==> config.mk <==
export PLATFORM = sky130hd
export DESIGN_NAME = kicp_sram_arbiter
export DESIGN_NICKNAME = d
export VERILOG_FILES = /design/src/rtl/kicp_sram_arbiter_pkg.sv /design/src/rtl/kicp_sram_arbiter_rr.sv /design/src/rtl/kicp_sram_arbiter.sv
export SDC_FILE = /design/constraint.sdc
export NUM_CORES = 1
export LEC_CHECK = 0
export CAP_MARGIN = 20
export CORE_MARGIN = 5
export CORE_UTILIZATION = 25
export DETAILED_ROUTE_END_ITERATION = 10
export PLACE_DENSITY = 0.56
export SLEW_MARGIN = 20
export SYNTH_ARGS = -nofsm -noshare
export SYNTH_HDL_FRONTEND = slang
export SYNTH_SLANG_ARGS = --single-unit
==> constraint.sdc <==
create_clock -name clk -period 5.1 [get_ports clk]
set_clock_uncertainty 0.05 [all_clocks]
set_input_delay 1.02 -clock clk [delete_from_list [all_inputs] [get_ports clk]]
set_output_delay 1.02 -clock clk [all_outputs]
set_load 0.05 [all_outputs]
==> src/rtl/kicp_sram_arbiter_pkg.sv <==
// Shared definitions for the KICP SRAM arbiter: controller state encoding,
// default SRAM address width and an index-width helper.
package kicp_sram_arbiter_pkg;

  localparam int unsigned KICP_SRAM_AWIDTH = 8;

  typedef enum logic [1:0] {
    MC_IDLE  = 2'd0,
    MC_ISSUE = 2'd1,
    MC_WAIT  = 2'd2,
    MC_RESP  = 2'd3
  } mc_state_e;

  // Width of an index into n items; never less than one bit.
  function automatic int unsigned idx_width(input int unsigned n);
    return (n > 1) ? $clog2(n) : 1;
  endfunction

endpackage

==> src/rtl/kicp_sram_arbiter_rr.sv <==
// kicp_rr_arbiter: combinational round-robin picker. The search starts one past
// the pointer and wraps modulo NUM_REQ; outputs a one-hot grant and its index.
module kicp_rr_arbiter
  import kicp_sram_arbiter_pkg::*;
#(
  parameter  int unsigned NUM_REQ = 3,
  localparam int unsigned IW      = idx_width(NUM_REQ)
) (
  input  logic [NUM_REQ-1:0] req,
  input  logic [IW-1:0]      pointer,
  output logic [NUM_REQ-1:0] grant,
  output logic [IW-1:0]      grant_idx
);

  logic [IW-1:0] cand;
  logic          found;

  always_comb begin
    grant     = '0;
    grant_idx = '0;
    cand      = '0;
    found     = 1'b0;
    for (int unsigned i = 1; i <= NUM_REQ; i++) begin
      cand = IW'((32'(pointer) + i) % NUM_REQ);
      if (!found && req[cand]) begin
        found       = 1'b1;
        grant[cand] = 1'b1;
        grant_idx   = cand;
      end
    end
  end

endmodule

==> src/rtl/kicp_sram_arbiter.sv <==
// N-requester round-robin controller for the single-port KICP SRAM macro.
// Optional build macro KICP_MEMCTL_WB_PRIO_EN gives port 0 absolute priority.
module kicp_sram_arbiter
  import kicp_sram_arbiter_pkg::*;
#(
  parameter int unsigned NUM_REQ    = 3,
  parameter int unsigned AWIDTH     = KICP_SRAM_AWIDTH,
  parameter int unsigned DWIDTH     = 32,
  parameter int unsigned RD_LATENCY = 1
) (
  input  logic                          clk,
  input  logic                          reset_n,
  input  logic [NUM_REQ-1:0]            req_valid,
  output logic [NUM_REQ-1:0]            req_ready,
  input  logic [NUM_REQ-1:0]            req_we,
  input  logic [NUM_REQ*(DWIDTH/8)-1:0] req_be,
  input  logic [NUM_REQ*AWIDTH-1:0]     req_addr,
  input  logic [NUM_REQ*DWIDTH-1:0]     req_wdata,
  output logic [NUM_REQ-1:0]            rsp_valid,
  output logic [DWIDTH-1:0]             rsp_rdata,
  output logic                          busy,
  output logic                          sram_en,
  output logic [DWIDTH/8-1:0]           sram_we,
  output logic [AWIDTH-1:0]             sram_addr,
  output logic [DWIDTH-1:0]             sram_data_i,
  input  logic [DWIDTH-1:0]             sram_data_o
);

  localparam int unsigned BW = DWIDTH / 8;
  localparam int unsigned IW = idx_width(NUM_REQ);
  localparam int unsigned CW = idx_width(RD_LATENCY);
  localparam logic [CW-1:0] CNT_LAST = CW'(RD_LATENCY - 1);

  mc_state_e           state_q, state_d;
  logic [CW-1:0]       cnt_q, cnt_d;
  logic [IW-1:0]       ptr_q, ptr_d;
  logic [NUM_REQ-1:0]  gnt_q, gnt_d;
  logic                we_q, we_d;
  logic [BW-1:0]       be_q, be_d;
  logic [AWIDTH-1:0]   addr_q, addr_d;
  logic [DWIDTH-1:0]   wdata_q, wdata_d;
  logic [DWIDTH-1:0]   rdata_q, rdata_d;

  logic [NUM_REQ-1:0]  arb_req, arb_grant, win_grant;
  logic [IW-1:0]       arb_idx, win_idx;
  logic                ptr_upd;

  logic                sel_we;
  logic [BW-1:0]       sel_be;
  logic [AWIDTH-1:0]   sel_addr;
  logic [DWIDTH-1:0]   sel_wdata;

  kicp_rr_arbiter #(.NUM_REQ(NUM_REQ)) u_rr (
    .req       (arb_req),
    .pointer   (ptr_q),
    .grant     (arb_grant),
    .grant_idx (arb_idx)
  );

`ifdef KICP_MEMCTL_WB_PRIO_EN
  // Port 0 bypasses the rotation; the others rotate among themselves and
  // a port-0 grant leaves the pointer where it was.
  assign arb_req   = {req_valid[NUM_REQ-1:1], 1'b0};
  assign win_grant = req_valid[0] ? NUM_REQ'(1) : arb_grant;
  assign win_idx   = req_valid[0] ? '0 : arb_idx;
  assign ptr_upd   = ~req_valid[0];
`else
  assign arb_req   = req_valid;
  assign win_grant = arb_grant;
  assign win_idx   = arb_idx;
  assign ptr_upd   = 1'b1;
`endif

  always_comb begin
    sel_we    = 1'b0;
    sel_be    = '0;
    sel_addr  = '0;
    sel_wdata = '0;
    for (int unsigned i = 0; i < NUM_REQ; i++) begin
      if (win_idx == IW'(i)) begin
        sel_we    = req_we[i];
        sel_be    = req_be[i*BW +: BW];
        sel_addr  = req_addr[i*AWIDTH +: AWIDTH];
        sel_wdata = req_wdata[i*DWIDTH +: DWIDTH];
      end
    end
  end

  always_comb begin
    state_d = state_q;
    cnt_d   = cnt_q;
    ptr_d   = ptr_q;
    gnt_d   = gnt_q;
    we_d    = we_q;
    be_d    = be_q;
    addr_d  = addr_q;
    wdata_d = wdata_q;
    rdata_d = rdata_q;
    case (state_q)
      MC_IDLE: begin
        if (|win_grant) begin
          state_d = MC_ISSUE;
          gnt_d   = win_grant;
          we_d    = sel_we;
          be_d    = sel_be;
          addr_d  = sel_addr;
          // Write data only moves on writes so sram_data_i keeps its last value.
          if (sel_we) wdata_d = sel_wdata;
          if (ptr_upd) ptr_d = win_idx;
        end
      end
      MC_ISSUE: begin
        cnt_d   = '0;
        state_d = we_q ? MC_RESP : MC_WAIT;
      end
      MC_WAIT: begin
        if (cnt_q == CNT_LAST) begin
          rdata_d = sram_data_o;
          state_d = MC_RESP;
        end else begin
          cnt_d = cnt_q + CW'(1);
        end
      end
      MC_RESP: state_d = MC_IDLE;
      default: state_d = MC_IDLE;
    endcase
  end

  always_ff @(posedge clk or negedge reset_n) begin
    if (!reset_n) begin
      state_q <= MC_IDLE;
      cnt_q   <= '0;
      ptr_q   <= IW'(NUM_REQ - 1);
      gnt_q   <= '0;
      we_q    <= 1'b0;
      be_q    <= '0;
      addr_q  <= '0;
      wdata_q <= '0;
      rdata_q <= '0;
    end else begin
      state_q <= state_d;
      cnt_q   <= cnt_d;
      ptr_q   <= ptr_d;
      gnt_q   <= gnt_d;
      we_q    <= we_d;
      be_q    <= be_d;
      addr_q  <= addr_d;
      wdata_q <= wdata_d;
      rdata_q <= rdata_d;
    end
  end

  assign req_ready   = (state_q == MC_IDLE) ? win_grant : '0;
  assign rsp_valid   = (state_q == MC_RESP) ? gnt_q : '0;
  assign rsp_rdata   = rdata_q;
  assign busy        = (state_q != MC_IDLE);
  assign sram_en     = (state_q == MC_ISSUE);
  assign sram_we     = (state_q == MC_ISSUE && we_q) ? be_q : '0;
  assign sram_addr   = addr_q;
  assign sram_data_i = wdata_q;

endmodule

==> results of run 1 <==
kinds of logic (layout without fill, tap and decap cells):
group | count (synthesis) | count (layout)
buffers and inverters | 33 | 289
AOI/OAI and AO/OA | 69 | 69
muxes | 126 | 126
adders and majority gates | 9 | 9
DFF | 84 | 84
and+or+nand+nor | 29 | 29
critical path, delay by kind of cell:
kind                   cells  cell delay [ns]
multiplexers               1             0.18
buffers and inverters      3             1.45
AO/OA/AOI/OAI              1             0.20
AND/OR/NAND/NOR            3             0.50
cells in the mapped netlist (all sizes together), types with 3 or more instances:
master | n | share of area [%]
dfrtp | 83 | 44
mux2 | 79 | 21
mux2i | 47 | 10
o2bb2ai | 44 | 8.2
buf | 15 | 2.2
inv | 10 | 0.80
ha | 9 | 2.4
a21oi | 7 | 0.98
clkbuf | 7 | 1.8
nand2 | 6 | 0.69
and2 | 4 | 0.53
and3 | 4 | 0.53
nor2 | 4 | 0.32
o22ai | 4 | 0.67
o21ai | 3 | 0.32
area by class of cell:
| type | instances | area share [%] |
|---|---|---|
| Timing Repair Buffer | 262 | 33.8 |
| Multi-Input combinational cell | 233 | 30.9 |
| Sequential cell | 84 | 27.3 |
| Tap cell | 234 | 3.80 |
| Clock buffer | 10 | 3.10 |
| Clock inverter | 6 | 0.601 |
| Inverter | 11 | 0.536 |
metrics by stage:
step           total power, mW  utilization [%]
3_3_place_gp              5.03             39.8
4_1_cts                   5.75             41.3
2_1_floorplan             3.98                -
5_1_grt                   5.99             41.3
3_5_place_dp              5.09             39.8
6_report                  5.66             41.3
worst paths after layout:
kind / from / to
max in group asynchronous: reset_n / sram_data_i[31]
setup / recovery: req_valid[1] / req_ready[1]
hold reg to reg: rsp_rdata[28] / rsp_rdata[28]
min in group asynchronous: reset_n / rsp_rdata[19]
setup reg to reg: ptr_q[0] / sram_data_i[27]
hold / removal: rsp_rdata[28] / rsp_rdata[28]
layout by cell type, fill, tap and decap left out, types with 7 or more instances in the layout:
cell type                         synthesis  final
sky130_fd_sc_hd__clkdlybuf4s50_1          0    254
sky130_fd_sc_hd__mux2i_1                 46     46
sky130_fd_sc_hd__clkbuf_16                0      9
sky130_fd_sc_hd__ha_1                     9      9
sky130_fd_sc_hd__dfrtp_1                 83     83
sky130_fd_sc_hd__mux2_4                  30     30
sky130_fd_sc_hd__buf_4                    0      7
sky130_fd_sc_hd__inv_1                   10     10
sky130_fd_sc_hd__o2bb2ai_1               44     44
sky130_fd_sc_hd__mux2_2                  49     49
power by group:
group | leakage [nW] | internal, mW | switching (mW)
logic | 1.95 | 1.59 | 2.26
clock network | 0.135 | 0.347 | 0.278
registers | 1.01 | 1.01 | 0.181
state kept, by name, indices dropped and copies added (netlist names):
name and flops:
rsp_rdata 32, sram_data_i 32, sram_addr 8, be_q 4, gnt_q 3, ptr_q 2
state_q 2, we_q 1
routing by layer:
layer | track usage [%] | vias to the layer above
met5 | 0 | -
met2 | 24.7 | 130
li1 | - | 1811
met1 | 15.7 | 1834
met4 | 5.45 | 0
met3 | 2.96 | 18
==> metrics.md, run 1 <==
| Metric | Value |
|---|---|
| Peak ir drop on the vdd network | 0.459 mV |
| Combinational family with the most area after synthesis | multiplexers |
| Post-synth net total | ~530 |
| Top achievable clock speed | 226 MHz |
| Result of the run | finished clean |
| Final net count | just under 800 |
| Min-Delay Path Class | flop to flop |
| Path type of the worst setup path | input pin to output pin |
| Power Dens Cells | 735 mW/mm2 |
| Core region area | 0.0186 mm2 |
| Proportion of synthesized area in mux cells | 31.4% |
| Maximum number of pins on one net before global-route repair | between 80 and 90 |
| Worst-Margin Slew | between 1 and 1.5 ns |
| Syn avg cell area | roughly 13 um2 |
| Overall global routing resource usage | 13.7% |
| Cell repeated most along the worst path | sky130_fd_sc_hd__clkdlybuf4s50_1 |
| Clk slew on worst S/H paths | 0.07 ns |
| First-pass GRT wire length | 23,400 um |
| Signal arrival time at the worst endpoint | 3.36 ns |
| Share of the synthesized netlist area taken by xor and xnor gates | 0% |
| Normalized max-slew margin | 32.3% |
| Starting utilization of the core area | approximately 25% |
| Final worst path period share | 86.8% |
| Share of the synthesized area in compound gates (AO/OA/AOI/OAI) | between 10% and 20% |
| Final setup TNS | 0 ns |
| Unrepaired setup endpoints after global routing | false |
| Number of flip-flops and latches in the synthesized netlist | 84 |
| Combined area of the multi-input logic cells | ~0.0024 mm2 |
| Slowest cell delay on critical path | 0.81 ns |
| CTS H-tree lvls | 3 |
| Async set or reset register ratio after synthesis | 100% |
| Number of hold violations in the final report | 0 |
| Number of synthesized flops with an enable pin | 0 |
| TritonCTS clock tree | done |
| Number of cells on the worst reg-to-reg path | 9 |
| Final global-route overflow total | 0 |
| Detailed router's first-iteration violation count | 138 |
| Part of the Yosys area used for sequential elements | between 40% and 50% |
| Via total after detailed routing | between 3,000 and 4,000 |
| Critical path endpoint category | output pin |
| Number of instances in the synthesized netlist | 350 |
| Highest routed metal layer | met4 |
| Die Width | 147 um |
| R2R setup slack | 1.66 ns |
| Number of global-route vias before repair | 4,181 |
| Area delta synth->final | 63.9% |
| I/O pin cnt | roughly 260 |
| Share of final-layout standard cells stronger than drive strength 1 | slightly above 20% |
| Most used flip-flop cell after synthesis | sky130_fd_sc_hd__dfrtp_1 |
| CP max FO | 4 |
| Met2 routed WL | 7950 um |
| Launching element type of the critical path | input pin |
| Detailed Route WL | 15,000 um |
| Number of setup buffers added after CTS | 0 |
| Sequential cell area | 0.00210 mm2 |
| Number of setup violations in the final report | 0 |
| M1 WL | 5840 um |
| Total of cells resized after clock tree synthesis | 0 |
| Final-layout worst hold slack | 0.454 ns |
| Minimum setup slack after placement | between 0.7 and 0.8 ns |
| Hold buffer count at CTS | 0 |
| Post-Place Cell Area | 0.00742 mm2 |
| Final max-slew violation count | 0 |
| Post-synth design cell area | ~0.0047 mm2 |
| Simple-gate share of the synthesized area | a little under 4% |
| Count of non-filler cells in the finished layout | 840 |
| Max Cap Violations | 0 |
| Post-route DRC violation count | 0 |
| Remaining antenna violation count after routing | 0 |
| Mean routed wirelength per cell | 17.9 um |
| IO Port Bufs | 255 |
| Post-layout min period | between 4 and 5 ns |
| Cell with the largest stage delay on the worst path | sky130_fd_sc_hd__clkdlybuf4s50_1 |
| Clock latency at the later pin of the worst-skew pair | approximately 0.34 ns |
| Adder and majority cell fraction of the synthesized area | 2.39% |
| Post-route cell area | approximately 0.0077 mm2 |
| CTS Sinks | 84 |
| Number of warnings issued by yosys | 0 |
| DR vias/cell | 4.52 |
| Routability cong. | 0.789 |
| Crit path cell chain | clkdlybuf4s50_1 > mux2i_1 > nor3b_1 > o22ai_2 > nand2_4 > nand2_1 > inv_1 > clkdlybuf4s50_1 |
| Bufs on Longest Clock Path | 2 |
| Post-DP HPWL | 11,700 um |
| Depth of the worst hold-timing path | 1 |
| CTS Root Buffer Type | sky130_fd_sc_hd__clkbuf_16 |
| Number of distinct standard cells referenced by the synthesized netlist | 45 |
| Number of placed instances with taps included | a little over 800 |
| Number of detailed-route iterations in the first pass | 4 |
| LEAKAGE | 3.10 nW |
| Antenna cells | 0 |
| Die Ht | 147 um |
| Rows | 50 |
| Metal3 WL | 920 um |
| Number of clock buffers inserted by TritonCTS | 9 |
| Minimum setup slack in the final design | 0.674 ns |
| Critical path required time | 4.03 ns |
| Final-layout fill cell count | 1,765 |
| DIE AREA | 0.0217 mm2 |
| Number of antenna violations at the first check in global routing | 0 |
(Power assumes the default switching activity.)
==> inputs of run 2 (changes only) <==
--- a/config.mk
+++ b/config.mk
@@ -5,7 +5,7 @@
 export SDC_FILE = /design/constraint.sdc
 export NUM_CORES = 1
 export LEC_CHECK = 0
-export CAP_MARGIN = 20
+export CAP_MARGIN = 40
 export CORE_MARGIN = 5
 export CORE_UTILIZATION = 25
 export DETAILED_ROUTE_END_ITERATION = 10
==> metrics.md, run 2 (synthesis gave the netlist of run 1 again) <==
| Metric | Value |
|---|---|
| Result of the run | finished clean |
| Unrepaired setup endpoints after global routing | false |
| CTS H-tree lvls | 3 (unchanged) |
| DIE AREA | 0.0217 mm2 (unchanged) |
| Clock latency at the later pin of the worst-skew pair | 0.34 ns (about the same) |
| Antenna cells | 0 (unchanged) |
| Maximum number of pins on one net before global-route repair | 46 (-46%) |
| Number of antenna violations at the first check in global routing | 0 (unchanged) |
| Total of cells resized after clock tree synthesis | 0 (unchanged) |
| Routability cong. | 0.789 (unchanged) |
| CTS Root Buffer Type | sky130_fd_sc_hd__clkbuf_16 |
| Bufs on Longest Clock Path | 2 (unchanged) |
| First-pass GRT wire length | 23,500 um (+0.29%) |
| Overall global routing resource usage | 13.7% (+0.041 points) |
| Launching element type of the critical path | input pin |
| Share of the core filled with cells in the final layout | 41.7% (+0.34 points) |
| Number of setup violations in the final report | 0 (unchanged) |
| Metal3 WL | 848 um (-7.8%) |
| Remaining antenna violation count after routing | 0 (unchanged) |
| DR vias/cell | 4.49 (-0.50%) |
| LEAKAGE | 3.13 nW (+0.92%) |
| Sequential cell area | 0.00210 mm2 (unchanged) |
| Power Dens Cells | 739 mW/mm2 (+0.60%) |
| TritonCTS clock tree | done |
| Minimum setup slack after placement | 0.712 ns (+0.00788 ns) |
| Post-Place Cell Area | 0.00746 mm2 (+0.57%) |
| Area delta synth->final | 65.2% |
| M1 WL | 6050 um (+3.7%) |
| Final setup TNS | 0 ns (unchanged) |
| Most frequent standard cell in the layout excluding fill and tap cells | sky130_fd_sc_hd__clkdlybuf4s50_1 |
| Met2 routed WL | 7950 um (about the same) |
| Clk slew on worst S/H paths | 0.06 ns (about the same) |
| Hold buffer count at CTS | 0 (unchanged) |
| Worst-Margin Slew | 0.754 ns (-0.262 ns) |
| Number of global-route vias before repair | 4,215 (+0.81%) |
| Path type of the worst setup path | input pin to output pin |
| Number of placed instances with taps included | 826 (+0.24%) |
| Signal arrival time at the worst endpoint | 3.34 ns (-0.02 ns) |
| Number of clock buffers inserted by TritonCTS | 9 (unchanged) |
| Number of detailed-route iterations in the first pass | 4 (unchanged) |
| Sum of internal, switching and leakage power | 5.74 mW (+1.4%) |
| Max Cap Violations | 0 (unchanged) |
| Peak ir drop on the vdd network | 0.379 mV (-17%) |
| Highest routed metal layer | met4 |
| Detailed router's first-iteration violation count | 85 (-38%) |
| Most used cells in the layout excluding fill and tap cells | sky130_fd_sc_hd__clkdlybuf4s50_1, sky130_fd_sc_hd__dfrtp_1, sky130_fd_sc_hd__mux2_2, sky130_fd_sc_hd__mux2i_1, sky130_fd_sc_hd__o2bb2ai_1 |
| Normalized max-slew margin | 49.6% (+17 points) |
| Die Width | 147 um (unchanged) |
| Mean routed wirelength per cell | 18.1 um (+1.1%) |
| I/O pin cnt | 256 (unchanged) |
| Rows | 50 (unchanged) |
| Top achievable clock speed | 227 MHz (+0.29%) |
| Final max-slew violation count | 0 (unchanged) |
| Post-layout min period | 4.41 ns (-0.0126 ns) |
| Combined area of the multi-input logic cells | 0.00238 mm2 (unchanged) |
| Count of non-filler cells in the finished layout | 842 (+0.24%) |
| Min-Delay Path Class | flop to flop |
| CP max FO | 7 (+3) |
| CTS Sinks | 84 (unchanged) |
| Critical path required time | 4.03 ns (about the same) |
| Starting utilization of the core area | 25.2% (unchanged) |
| IO Port Bufs | 255 (unchanged) |
| Final worst path period share | 86.5% (-0.25 points) |
| Final global-route overflow total | 0 (unchanged) |
| Via total after detailed routing | 3,783 (-0.26%) |
| Core region area | 0.0186 mm2 (unchanged) |
| Final-layout worst hold slack | 0.453 ns (-0.000682 ns) |
| Critical path endpoint category | output pin |
| Post-route cell area | 0.00777 mm2 (+0.83%) |
| Share of final-layout standard cells stronger than drive strength 1 | 20.4% (+0.26 points) |
| Final net count | 784 (+0.26%) |
| Final-layout fill cell count | 1,762 (-0.17%) |
| Die Ht | 147 um (unchanged) |
| Number of setup buffers added after CTS | 0 (unchanged) |
| Number of hold violations in the final report | 0 (unchanged) |
| Post-route DRC violation count | 0 (unchanged) |
| Post-DP HPWL | 11,900 um (+2.4%) |
| Detailed Route WL | 15,200 um (+1.3%) |
| Minimum setup slack in the final design | 0.687 ns (+0.0126 ns) |
[run 2: cell count changes in the layout (fill, tap and decap cells not counted), sizes merged]
| cell | before | now |
|---|---|---|
| bufinv | 0 | 1 |
| buf | 8 | 10 |
| inv | 12 | 11 |
[run 2: cell type report]
| class | instances | share of cell area, % |
|---|---|---|
| Inverter | 11 | 0.531 |
| Tap cell | 234 | 3.77 |
| Multi-Input combinational cell | 233 | 30.6 |
| Clock buffer | 10 | 3.08 |
| Sequential cell | 84 | 27.1 |
| Timing Repair Buffer | 264 | 34.0 |
| Clock inverter | 6 | 0.918 |
[run 2: path summary, 6_finish.rpt]
path                               from               to  slack (ns)  cells past startpoint
min in group asynchronous       reset_n    rsp_rdata[15]        0.60                      1
hold reg to reg                 be_q[1]          be_q[1]        0.45                      1
setup reg to reg               ptr_q[0]  sram_data_i[26]        1.69                      9
hold / removal                  be_q[1]          be_q[1]        0.45                      1
setup / recovery           req_valid[2]     req_ready[0]        0.69                      7
max in group asynchronous       reset_n         ptr_q[1]        3.71                      2
[run 2: worst max-delay path, cell delays in order]
cell and delay [ns]:
sky130_fd_sc_hd__clkdlybuf4s50_1 0.60, sky130_fd_sc_hd__a21oi_1 0.06, sky130_fd_sc_hd__or3b_1 0.37, sky130_fd_sc_hd__a31oi_2 0.24, sky130_fd_sc_hd__a21oi_1 0.13, sky130_fd_sc_hd__nor2_1 0.10
sky130_fd_sc_hd__clkdlybuf4s50_1 0.82
[run 2: power breakdown]
| part | switching (mW) | internal (mW) |
|---|---|---|
| registers | 0.183 | 1.01 |
| clock network | 0.282 | 0.396 |
| logic | 2.27 | 1.60 |
| total | 2.73 | 3.01 |
[run 2: routing by layer]
metal	GRT usage, %	up-vias
met1	15.8	1827
met3	2.84	21
met4	5.82	0
met2	24.7	130
li1	-	1805
met5	0	-
==> inputs of run 3 (changes only) <==
--- a/config.mk
+++ b/config.mk
@@ -7,9 +7,9 @@
 export LEC_CHECK = 0
 export CAP_MARGIN = 40
 export CORE_MARGIN = 5
-export CORE_UTILIZATION = 25
+export CORE_UTILIZATION = 43
 export DETAILED_ROUTE_END_ITERATION = 10
-export PLACE_DENSITY = 0.56
+export PLACE_DENSITY = 0.88
 export SLEW_MARGIN = 20
 export SYNTH_ARGS = -nofsm -noshare
 export SYNTH_HDL_FRONTEND = slang
==> metrics.md, run 3 (synthesis gave the netlist of run 1 again) <==
| Metric | Value |
|---|---|
| Top achievable clock speed | 226 MHz (-0.18%) |
| Number of detailed-route iterations in the first pass | 4 (unchanged) |
| R2R setup slack | 1.66 ns (-0.03 ns) |
| Mean routed wirelength per cell | 19.3 um (+6.6%) |
| IO Port Bufs | 255 (unchanged) |
| I/O pin cnt | 256 (unchanged) |
| Share of final-layout standard cells stronger than drive strength 1 | 20.3% (-0.13 points) |
| Final global-route overflow total | 0 (unchanged) |
| Path type of the worst setup path | input pin to output pin |
| Post-DP HPWL | 11,300 um (-5.4%) |
| Rows | 38 (-24%) |
| Unrepaired setup endpoints after global routing | false |
| Remaining antenna violation count after routing | 0 (unchanged) |
| Most frequent standard cell in the layout excluding fill and tap cells | sky130_fd_sc_hd__clkdlybuf4s50_1 |
| Post-layout min period | 4.42 ns (+0.00813 ns) |
| Critical path required time | 4.03 ns (about the same) |
| CTS Sinks | 84 (unchanged) |
| Final net count | 783 (-0.13%) |
| Signal arrival time at the worst endpoint | 3.35 ns (about the same) |
| Die Width | 115 um (-22%) |
| First-pass GRT wire length | 21,900 um (-6.8%) |
| Post-route DRC violation count | 0 (unchanged) |
| CTS Root Buffer Type | sky130_fd_sc_hd__clkbuf_8 |
| Result of the run | finished clean |
| Worst-Margin Slew | 0.653 ns (-0.101 ns) |
| LEAKAGE | 3.08 nW (-1.6%) |
| Routability cong. | 0.939 (+19%) |
| Min-Delay Path Class | flop to flop |
| Count of non-filler cells in the finished layout | 747 (-11%) |
| Max Cap Violations | 0 (unchanged) |
| Number of setup buffers added after CTS | 0 (unchanged) |
| Detailed router's first-iteration violation count | 153 (+80%) |
| Final-layout fill cell count | 784 (-56%) |
| Most used cells in the layout excluding fill and tap cells | sky130_fd_sc_hd__clkdlybuf4s50_1, sky130_fd_sc_hd__dfrtp_1, sky130_fd_sc_hd__mux2_2, sky130_fd_sc_hd__mux2i_1, sky130_fd_sc_hd__o2bb2ai_1 |
| Die Ht | 115 um (-22%) |
| CTS H-tree lvls | 3 (unchanged) |
| Number of setup violations in the final report | 0 (unchanged) |
| Number of antenna violations at the first check in global routing | 0 (unchanged) |
| Number of placed instances with taps included | 731 (-12%) |
| Area delta synth->final | 60.2% |
| Clk slew on worst S/H paths | 0.09 ns (+0.03 ns) |
| Detailed Route WL | 14,400 um (-5.4%) |
| Final setup TNS | 0 ns (unchanged) |
| DR vias/cell | 5.24 (+17%) |
| Number of hold violations in the final report | 0 (unchanged) |
| Core region area | 0.0108 mm2 (-42%) |
| Number of clock buffers inserted by TritonCTS | 9 (unchanged) |
| Power Dens Cells | 735 mW/mm2 (-0.57%) |
| Hold buffer count at CTS | 0 (unchanged) |
| Maximum number of pins on one net before global-route repair | 52 (+13%) |
| CP max FO | 7 (unchanged) |
| TritonCTS clock tree | done |
| DIE AREA | 0.0131 mm2 (-39%) |
| Final worst path period share | 86.7% (+0.16 points) |
| Normalized max-slew margin | 56.5% (+6.8 points) |
| Total of cells resized after clock tree synthesis | 0 (unchanged) |
| Via total after detailed routing | 3,911 (+3.4%) |
| Number of global-route vias before repair | 4,292 (+1.8%) |
| Launching element type of the critical path | input pin |
| Antenna cells | 0 (unchanged) |
| Bufs on Longest Clock Path | 2 (unchanged) |
| Peak ir drop on the vdd network | 0.848 mV (+120%) |
| Clock latency at the later pin of the worst-skew pair | 0.35 ns (about the same) |
| Final max-slew violation count | 0 (unchanged) |
| Overall global routing resource usage | 21.3% (+7.6 points) |
| Critical path endpoint category | output pin |
| Starting utilization of the core area | 43.6% (+18 points) |
-- run 3: cell count changes in the layout (fill, tap and decap cells not counted), sizes merged --
| cell | change |
|---|---|
| buf | -1 |
| clkbuf | -1 |
| clkinv | +1 |
| inv | +1 |
| clkinvlp | -1 |
-- run 3: where the power goes --
part | leakage (nW) | switching (mW) | internal [mW]
Combinational | 1.97 | 2.26 | 1.60
Sequential | 1.01 | 0.187 | 1.01
Clock | 0.100 | 0.246 | 0.229
-- run 3: metal layers --
layer	share of wire, %	vias to the layer above	track usage, %
met5	0	-	0
met4	3.1	0	9.74
met2	52	166	38.2
met1	38	1904	23.7
met3	7.5	32	5.29
li1	-	1809	-
-- run 3: cell type report --
| type | count | area, um2 | share of cell area, % |
|---|---|---|---|
| multi-input combinational | 233 | 2380 | 31.6 |
| tap | 140 | 175 | 2.32 |
| timing repair buffer | 263 | 2640 | 35.0 |
| inverter | 11 | 41.3 | 0.548 |
| clock buffer | 9 | 124 | 1.64 |
| sequential | 84 | 2100 | 27.9 |
| clock inverter | 7 | 73.8 | 0.980 |
-- run 3: final timing paths --
check,startpoint,endpoint,depth (start not counted)
setup / recovery,req_valid[2],req_ready[0],7
hold / removal,rsp_rdata[12],rsp_rdata[12],1
setup reg to reg,ptr_q[0],sram_data_i[7],9
hold reg to reg,rsp_rdata[12],rsp_rdata[12],1
max in group asynchronous,reset_n,ptr_q[1],2
min in group asynchronous,reset_n,rsp_rdata[24],1
-- run 3: worst max-delay path, cell delays in order --
cell and delay [ns]:
sky130_fd_sc_hd__clkdlybuf4s50_1 0.60, sky130_fd_sc_hd__a21oi_1 0.07, sky130_fd_sc_hd__or3b_1 0.38, sky130_fd_sc_hd__a31oi_2 0.23, sky130_fd_sc_hd__a21oi_1 0.13, sky130_fd_sc_hd__nor2_1 0.10
sky130_fd_sc_hd__clkdlybuf4s50_1 0.82
-- run 3: through the flow --
step | hold WS (ns) | total power [mW] | cell area, um2 | setup slack, ns | util (%)
2_1_floorplan | 0.423 | 3.98 | 4700 | 1.64 | -
3_3_place_gp | 0.434 | 4.96 | 7310 | 0.769 | 67.7
3_5_place_dp | 0.443 | 5.09 | 7340 | 0.710 | 68.0
4_1_cts | 0.464 | 5.58 | 7530 | 0.705 | 69.8
5_1_grt | 0.481 | 5.81 | 7530 | 0.531 | 69.8
6_report | 0.461 | 5.54 | 7530 | 0.678 | 69.8
